[config.mk]
export PLATFORM = sky130hd
export DESIGN_NAME = spi_txn_sequencer
export DESIGN_NICKNAME = d
export VERILOG_FILES = /design/src/rtl/spi_seq_pkg.sv /design/src/rtl/rr_arbiter.sv /design/src/rtl/spi_txn_sequencer.sv
export SDC_FILE = /design/constraint.sdc
export NUM_CORES = 1
export LEC_CHECK = 0
export ABC_AREA = 0
export BUFFER_PORTS_ARGS = -buffer_cell sky130_fd_sc_hd__buf_2
export CORE_MARGIN = 2
export CORE_UTILIZATION = 55
export CTS_BUF_LIST = sky130_fd_sc_hd__clkbuf_4 sky130_fd_sc_hd__clkbuf_8
export CTS_CLUSTER_DIAMETER = 30
export CTS_CLUSTER_SIZE = 40
export DETAILED_ROUTE_END_ITERATION = 16
export HOLD_SLACK_MARGIN = 0.02
export PLACE_DENSITY = 0.89
export SYNTH_ARGS = -nofsm -noshare
export SYNTH_HDL_FRONTEND = slang
export SYNTH_SLANG_ARGS = --single-unit
[constraint.sdc]
create_clock -name clk -period 5.3 [get_ports clk]
set_input_delay 1.06 -clock clk [delete_from_list [all_inputs] [get_ports clk]]
set_output_delay 1.06 -clock clk [all_outputs]
set_load 0.01 [all_outputs]
[src/rtl/spi_seq_pkg.sv]
// spi_seq_pkg: shared state enum, defaults and index helpers for the SPI transaction sequencer
package spi_seq_pkg;
  typedef enum logic [1:0] {IDLE, WAIT_RX, WAIT_RDY} seq_state_e;
  localparam int DEF_N_REQ = 4;
  localparam int DEF_LEN_W = 4;
  localparam int DEF_TO_CYC = 1024;
  localparam int MAX_REQ = 8;
  function automatic int rr_idx(int p, int off, int n);
    return (p + off) % n;
  endfunction
  function automatic logic [MAX_REQ-1:0] idx2oh(int i);
    return MAX_REQ'(1) << i;
  endfunction
endpackage

[src/rtl/rr_arbiter.sv]
// rr_arbiter: combinational round-robin pick starting one past ptr
module rr_arbiter import spi_seq_pkg::*; #(
  parameter int N_REQ = DEF_N_REQ,
  localparam int IW = $clog2(N_REQ)
) (
  input  logic [N_REQ-1:0] req,
  input  logic [IW-1:0]    ptr,
  output logic [N_REQ-1:0] win,
  output logic [IW-1:0]    win_idx
);
  logic [IW-1:0] k;
  // scan farthest-first so the nearest requester after ptr overwrites the rest
  always_comb begin
    win_idx = '0;
    k = '0;
    for (int i = N_REQ; i >= 1; i--) begin
      k = IW'(rr_idx(int'(ptr), i, N_REQ));
      if (req[k]) win_idx = k;
    end
  end
  assign win = |req ? N_REQ'(idx2oh(int'(win_idx))) : '0;
endmodule

[src/rtl/spi_txn_sequencer.sv]
// spi_txn_sequencer: round-robin burst sequencer sharing one spi_master among N_REQ requesters
module spi_txn_sequencer import spi_seq_pkg::*; #(
  parameter int N_REQ = DEF_N_REQ,
  parameter int LEN_W = DEF_LEN_W,
  parameter int TO_CYC = DEF_TO_CYC
) (
  input  logic                   clk,
  input  logic                   rst,
  input  logic [N_REQ-1:0]       req,
  input  logic [N_REQ*LEN_W-1:0] req_len,
  input  logic [N_REQ*8-1:0]     tx_data,
  output logic [N_REQ-1:0]       gnt,
  output logic [N_REQ-1:0]       tx_ack,
  output logic [7:0]             rx_data,
  output logic [N_REQ-1:0]       rx_valid,
  output logic [N_REQ-1:0]       done,
  output logic [N_REQ-1:0]       err,
  output logic                   spi_apb_ready,
  output logic [7:0]             spi_wdata,
  input  logic                   spi_rdy,
  input  logic                   spi_rx_valid,
  input  logic [7:0]             spi_rdata
);
  localparam int IW = $clog2(N_REQ);
  localparam int WW = $clog2(TO_CYC);
  seq_state_e state, nxt;
  logic [IW-1:0] ptr, g_idx, win_idx;
  logic [N_REQ-1:0] win;
  logic [LEN_W-1:0] len_q, cnt;
  logic [WW-1:0] wd;
  logic wd_to, last;
  rr_arbiter #(.N_REQ(N_REQ)) u_arb (
    .req(req),
    .ptr(ptr),
    .win(win),
    .win_idx(win_idx)
  );
  assign wd_to = wd == WW'(TO_CYC - 1);
  assign last = cnt == len_q;
  always_ff @(posedge clk) state <= rst ? IDLE : nxt;
  // a received byte wins over a coincident watchdog expiry
  always_comb
    nxt = state == IDLE ? ((spi_rdy && |req) ? WAIT_RX : IDLE)
        : state == WAIT_RX ? (spi_rx_valid ? (last ? IDLE : WAIT_RDY) : (wd_to ? IDLE : WAIT_RX))
        : (spi_rdy ? WAIT_RX : (wd_to ? IDLE : WAIT_RDY));
  always_ff @(posedge clk) begin
    if (rst) begin
      gnt <= '0;
      tx_ack <= '0;
      rx_data <= '0;
      rx_valid <= '0;
      done <= '0;
      err <= '0;
      spi_apb_ready <= 1'b0;
      spi_wdata <= '0;
      ptr <= IW'(N_REQ - 1);
      g_idx <= '0;
      len_q <= '0;
      cnt <= '0;
      wd <= '0;
    end else begin
      tx_ack <= '0;
      rx_valid <= '0;
      done <= '0;
      err <= '0;
      spi_apb_ready <= 1'b0;
      wd <= (state != IDLE && nxt == state) ? wd + 1'b1 : '0;
      case (state)
        IDLE: if (spi_rdy && |req) begin
          ptr <= win_idx;
          g_idx <= win_idx;
          len_q <= req_len[win_idx*LEN_W +: LEN_W];
          cnt <= '0;
          gnt <= win;
          tx_ack <= win;
          spi_apb_ready <= 1'b1;
          spi_wdata <= tx_data[{win_idx, 3'b000} +: 8];
        end
        WAIT_RX: if (spi_rx_valid) begin
          rx_data <= spi_rdata;
          rx_valid <= gnt;
          if (last) begin
            done <= gnt;
            gnt <= '0;
          end else cnt <= cnt + 1'b1;
        end else if (wd_to) begin
          err <= gnt;
          gnt <= '0;
        end
        WAIT_RDY: if (spi_rdy) begin
          spi_apb_ready <= 1'b1;
          tx_ack <= gnt;
          spi_wdata <= tx_data[{g_idx, 3'b000} +: 8];
        end else if (wd_to) begin
          err <= gnt;
          gnt <= '0;
        end
        default: ;
      endcase
    end
  end
endmodule
==> results.txt, run 1 <==
Share of cells above drive strength 1: 30.5%
Root Buffer: sky130_fd_sc_hd__clkbuf_8
Hold buffer count at CTS: 0
Type of origin of the critical path: primary input
Max-cap violation count: 0
Seq cells post-synth: 61
Status: finished, final reports clean
Max clock buf depth: 2
Num Clock Sinks: 61
Placed cell count: 467
Number of buffers inserted by post-CTS setup repair: 0
Power per cell area: 325 nW/µm²
Total I/O pin count: 101
Average detailed-routed wire length per instance: 14.0 µm
Crit path max-delay cell type: sky130_fd_sc_hd__a311oi_2
Row cnt: 26
Class of the tightest hold or removal check: reg -> reg
Mean cell area of the mapped netlist: 9.21 µm²
Slack of the worst reg-to-reg path: 2.71 ns
CP peak stage delay: 0.87 ns
Skew final: 0.00514 ns
Post-layout minimum cycle time: 2.95 ns
Standard cell area after detailed placement: 3400 µm²
Syn nets: 382
Via Count: 2672
Capturing element type of the critical path: register
Total power consumption of the routed design: 1.18 mW
CTS H-tree depth: 3
Final HPWL DP: 4840 µm
Arrival time worst endpoint: 3.19 ns
Hold path start: spi_wdata[3]
TritonCTS Buffers: 9
Setup repair after global routing missed its margin: no
Post-Layout Cell Count: 483
Global-route wire length before repair: 11500 µm
Area of the mapped netlist: 2870 µm²
Worst Setup Path Type: in -> reg
Gr ovfl total: 0
Antenna Cells: 0
Critical R2R Launch: state[1]
Die footprint: 5820 µm²
Number of cells on the worst hold path: 1
Most used standard cell by instance count after synthesis: sky130_fd_sc_hd__dfxtp_1
Post-synth top area share: 42.5%
Fmax: 0.339 GHz
Post-synth EDFFs: 0
Area delta synth->final: 26.2%
Headroom to the max-slew limit: 16.1%
Number of optimization iterations in the first detailed-route pass: 5
Initial antenna violation count: 0
Maximum number of pins on one net before global-route repair: 33
Post_cts resized: 0
Hold Path End: spi_wdata[3]
Worst-case vdd ir drop: 0.173 mV
Final sum of negative setup slack: 0 ns
Vias per std cell: 5.53
Yosys warning total: 0
Number of flip-flops in the largest register: 10
Count of antenna-violating nets left after detailed routing: 0
Die Y-Extent: 76.3 µm
Placeable Area: 5070 µm²
Count of different cell masters after synthesis: 47
Most area-hungry cell type in the Yosys netlist: sky130_fd_sc_hd__dfxtp_1
WP data required: 5.54 ns
Max-slew violation count: 0
Biggest fanout along the worst timing path: 11
Port bufs: 100
Effective utilization at floorplan: 56.6%
Synth area leaders: sky130_fd_sc_hd__dfxtp_1 (43%), sky130_fd_sc_hd__mux2i_1 (7.3%), sky130_fd_sc_hd__nand2_1 (4.3%)
Routed wire length: 6790 µm
Worst-Skew Late Latency: 0.34 ns
Share of the yosys chip area belonging to registers: 42.5%
Worst-path cell chain: buf_2 -> or2_2 -> a311oi_2 -> mux2i_1 -> nand2_1 -> o22ai_1 -> a21o_1
Count of cells along the worst register-to-register path: 6
Number of global-route vias before repair: 2589
Final core occ: 71.4%
Final number of hold-violating endpoints: 0
Part of the cycle the worst path needs: 55.7%
Summed area of non-filler cells in the final layout: 3620 µm²
Count of routing violations after the opening detailed-route iteration: 163
Async set-reset flop share out of synthesis: 0%
Biggest regs: wd x10, rx_data x8, spi_wdata x8
FF-to-FF End: wd[6]
Cells after synthesis: 312
Top cells by instance count after synthesis: sky130_fd_sc_hd__dfxtp_1 (61), sky130_fd_sc_hd__nand2_1 (33), sky130_fd_sc_hd__nor2_1 (23)
TritonCTS clock tree: built
FILL cells: 389
Most used flip-flop cell after synthesis: sky130_fd_sc_hd__dfxtp_1
Number of nets in the finished design: 478
Residual DRC count: 0
Leakage dissipation: 1.73 nW
Die span in x: 76.3 µm
Global placement routability congestion: 0.826
Most flops, register: wd
GRT Util Overall: 24.4%
Number of failing setup endpoints in the final timing report: 0
Worst-path clk slew: 0.07 ns
Actual slew at the worst max-slew pin: 1.25 ns
[routing by layer]
| layer | wire, µm | track usage, % | up-vias |
|---|---|---|---|
| met1 | 2840 | 29.0 | 1232 |
| met2 | 3330 | 41.1 | 117 |
| li1 | - | - | 1301 |
| met3 | 423 | 4.74 | 22 |
| met4 | 195 | 14.5 | 0 |
| met5 | 0 | 0 | - |
[critical path: cells and delay by family]
kind	cells	cell delay, ns
compound gates	3	1.19
simple gates	2	0.59
mux	1	0.22
buf+inv	1	0.12
[through the flow]
| stage | worst slack [ns] | hold WS [ns] |
|---|---|---|
| 2_1_floorplan | 2.71 | 0.448 |
| 6_report | 2.35 | 0.450 |
| 4_1_cts | 2.36 | 0.452 |
| 5_1_grt | 2.23 | 0.471 |
| 3_3_place_gp | 2.12 | 0.430 |
| 3_5_place_dp | 2.01 | 0.436 |
[cells in the final DEF (no fill, tap or decap), types with 3 or more instances in the layout]
| cell type | instances |
|---|---|
| sky130_fd_sc_hd__and3_1 | 8 |
| sky130_fd_sc_hd__nand2_1 | 33 |
| sky130_fd_sc_hd__o21bai_1 | 4 |
| sky130_fd_sc_hd__mux2i_1 | 21 |
| sky130_fd_sc_hd__xnor2_1 | 6 |
| sky130_fd_sc_hd__nand3_1 | 7 |
| sky130_fd_sc_hd__xor2_1 | 9 |
| sky130_fd_sc_hd__a21oi_1 | 18 |
| sky130_fd_sc_hd__ha_1 | 6 |
| sky130_fd_sc_hd__clkbuf_8 | 10 |
| sky130_fd_sc_hd__o21ai_0 | 3 |
| sky130_fd_sc_hd__o22ai_1 | 9 |
| sky130_fd_sc_hd__nor3b_1 | 4 |
| sky130_fd_sc_hd__dfxtp_1 | 61 |
| sky130_fd_sc_hd__buf_2 | 100 |
| sky130_fd_sc_hd__nand2b_1 | 6 |
| sky130_fd_sc_hd__mux2_1 | 4 |
| sky130_fd_sc_hd__and2_1 | 10 |
| sky130_fd_sc_hd__inv_1 | 5 |
| sky130_fd_sc_hd__nor2_1 | 23 |
| sky130_fd_sc_hd__a32oi_1 | 5 |
| sky130_fd_sc_hd__a21o_1 | 9 |
| sky130_fd_sc_hd__o211ai_1 | 5 |
| sky130_fd_sc_hd__nor3_1 | 14 |
[how the worst max path moves through the flow]
| stage | cells after the start | to | from |
|---|---|---|---|
| final | 7 | spi_wdata[7] | req[0] |
| after global routing | 7 | spi_wdata[7] | req[0] |
| after CTS | 7 | spi_wdata[7] | req[0] |
| after detailed placement | 7 | spi_wdata[7] | req[0] |
| after global placement | 7 | spi_wdata[6] | req[0] |
| after floorplan | 7 | spi_wdata[0] | req[1] |
[cells by family after synthesis]
group	after synthesis	share of synthesized area, %
and+or+nand+nor	118	21.3
AOI/OAI and AO/OA	65	16.4
DFF	61	42.5
muxes	25	8.88
buffers and inverters	21	3.22
xor gates and xnor gates	16	5.14
adders and majority gates	6	2.61
[area by class of cell]
cell class              count  area [µm²]  area share [%]
well taps                  70        87.6            2.42
clock buffers              10         138            3.80
clock inverters             6        86.3            2.38
flip-flops and latches     61        1220            33.7
inverters                   5        18.8           0.518
multi-input cells         230        1570            43.2
repair buffers            101         508            14.0
[where the power goes]
group / switching (mW) / internal [mW] / total [mW]
registers: 0.0185 / 0.482 / 0.501
logic: 0.123 / 0.0966 / 0.219
clock network: 0.183 / 0.276 / 0.460
total: 0.325 / 0.855 / 1.18
Note: power is estimated with default switching activity, not from simulation.
==> run 2, diff against run 1 <==
- CORE_UTILIZATION: 55 -> 52
- PLACE_DENSITY: 0.89 -> 0.85
- clock period: 5.3 -> 3.08 ns (I/O delays scaled with it)
==> run 2 against run 1 <==
Compared with the run above: sequential power grew 71%; hold slack lost 0.0036 ns; count of clock-buffer cells in the layout is the same; first-iteration DRC count grew 16%; register-to-register slack lost 2.0 ns; critical path type is now reg -> reg.
==> results.txt, run 2 (synthesis results as in run 1) <==
Number of cells on the worst hold path: 1
Setup repair after global routing missed its margin: no
Vias per std cell: 5.26
Power per cell area: 531 nW/µm²
GRT Util Overall: 21.4%
Class of the tightest hold or removal check: reg -> reg
Biggest fanout along the worst timing path: 11
Port bufs: 100
Worst-case vdd ir drop: 0.310 mV
Die footprint: 6130 µm²
Type of origin of the critical path: register
Number of nets in the finished design: 479
Worst-path clk slew: 0.07 ns
WP data required: 3.33 ns
CTS H-tree depth: 3
Gr ovfl total: 0
Actual slew at the worst max-slew pin: 0.763 ns
Post-layout minimum cycle time: 2.41 ns
Number of optimization iterations in the first detailed-route pass: 4
Share of cells above drive strength 1: 30.9%
Number of buffers inserted by post-CTS setup repair: 0
Initial antenna violation count: 0
Row cnt: 27
Biggest regs: wd x10, rx_data x8, spi_wdata x8
Max-cap violation count: 0
Final HPWL DP: 4730 µm
Crit path max-delay cell type: sky130_fd_sc_hd__a2111oi_0
Capturing element type of the critical path: register
Arrival time worst endpoint: 2.66 ns
Fmax: 0.414 GHz
Part of the cycle the worst path needs: 78.4%
Total I/O pin count: 101
CP peak stage delay: 0.50 ns
Count of routing violations after the opening detailed-route iteration: 189
Final sum of negative setup slack: 0 ns
Status: finished, final reports clean
Post_cts resized: 0
FILL cells: 452
Area used by multi-input combinational logic: 1570 µm²
Headroom to the max-slew limit: 48.9%
Root Buffer: sky130_fd_sc_hd__clkbuf_8
Minimum hold slack: 0.446 ns
Via Count: 2556
Skew final: 0.00998 ns
Global placement routability congestion: 0.879
Die Y-Extent: 78.3 µm
Die span in x: 78.3 µm
Worst-Skew Late Latency: 0.34 ns
Average detailed-routed wire length per instance: 12.8 µm
Num Clock Sinks: 61
Commonest cells after routing, fill and taps aside: sky130_fd_sc_hd__buf_2 (100), sky130_fd_sc_hd__dfxtp_1 (61), sky130_fd_sc_hd__nand2_1 (33)
Antenna Cells: 0
Worst-path cell chain: inv_1 -> ha_1 -> and2_1 -> a2111oi_0 -> o211ai_1 -> nor3b_1
Count of antenna-violating nets left after detailed routing: 0
Number of global-route vias before repair: 2394
Effective utilization at floorplan: 53.1%
Hold buffer count at CTS: 0
Residual DRC count: 0
Final number of hold-violating endpoints: 0
Most flops, register: wd
Flip-flop and latch area: 1220 µm²
Number of failing setup endpoints in the final timing report: 0
Placeable Area: 5410 µm²
Area delta synth->final: 25.7%
Leading cell type in the layout, fill and taps excluded: sky130_fd_sc_hd__buf_2
TritonCTS Buffers: 9
TritonCTS clock tree: built
Worst Setup Path Type: reg -> reg
Post-Layout Cell Count: 486
Placed cell count: 470
Max clock buf depth: 2
Leakage dissipation: 1.72 nW
Maximum number of pins on one net before global-route repair: 33
Count of cells along the worst register-to-register path: 6
Max-slew violation count: 0
Number of flip-flops in the largest register: 10
Global-route wire length before repair: 10400 µm
Routed wire length: 6230 µm
run 2: changes by cell type in the layout (fill, tap and decap cells not counted):
| cell | previous run | this run |
|---|---|---|
| sky130_fd_sc_hd__bufinv_16 | 2 | 1 |
| sky130_fd_sc_hd__clkbuf_4 | 0 | 1 |
| sky130_fd_sc_hd__buf_4 | 1 | 2 |
| sky130_fd_sc_hd__clkinvlp_4 | 1 | 2 |
| sky130_fd_sc_hd__nor3_2 | 0 | 1 |
| sky130_fd_sc_hd__nor3_1 | 14 | 13 |
| sky130_fd_sc_hd__clkbuf_8 | 10 | 9 |
run 2: worst max-delay path: cells and delay by family, from the launching register on:
family	cells	cell delay [ns]
AND/OR/NAND/NOR	2	0.62
adder cells (fa/ha/maj)	1	0.32
flip-flops	1	0.36
AO/OA/AOI/OAI	2	0.91
buffers and inverters	1	0.11
run 2: worst paths after layout:
check / from / end / slack, ns
max: state[1] / wd[1] / 0.67
min: spi_wdata[5] / spi_wdata[5] / 0.45
max reg2reg: state[1] / wd[1] / 0.67
min reg2reg: spi_wdata[5] / spi_wdata[5] / 0.45
run 2: area by class of cell:
class                   instances  share of cell area, %
flip-flops and latches         61                   33.8
clock inverters                 6                   1.77
well taps                      72                   2.49
multi-input cells             230                   43.5
inverters                       5                  0.520
clock buffers                  10                   3.64
repair buffers                102                   14.3
run 2: metal layers:
metal | vias up | share of wire (%) | track usage (%)
li1 | 1310 | - | -
met1 | 1154 | 43 | 26.3
met2 | 84 | 49 | 35.5
met3 | 8 | 6.8 | 6.21
met4 | 0 | 1.2 | 8.07
met5 | - | 0 | 0
run 2: power breakdown:
part / switching, mW / internal, mW
Clock: 0.304 / 0.380
Sequential: 0.0290 / 0.830
Combinational: 0.205 / 0.168
Total: 0.539 / 1.38
run 2: per-stage QoR:
stage	worst slack (ns)	power (mW)	utilization (%)	cell area (µm²)
after global placement	0.647	1.24	63.1	3410
after CTS	0.671	1.93	66.7	3610
after detailed placement	0.564	1.25	63.1	3410
final	0.665	1.92	66.8	3610
after global routing	0.414	2.02	66.8	3610
after floorplan	0.932	1.13	-	2870
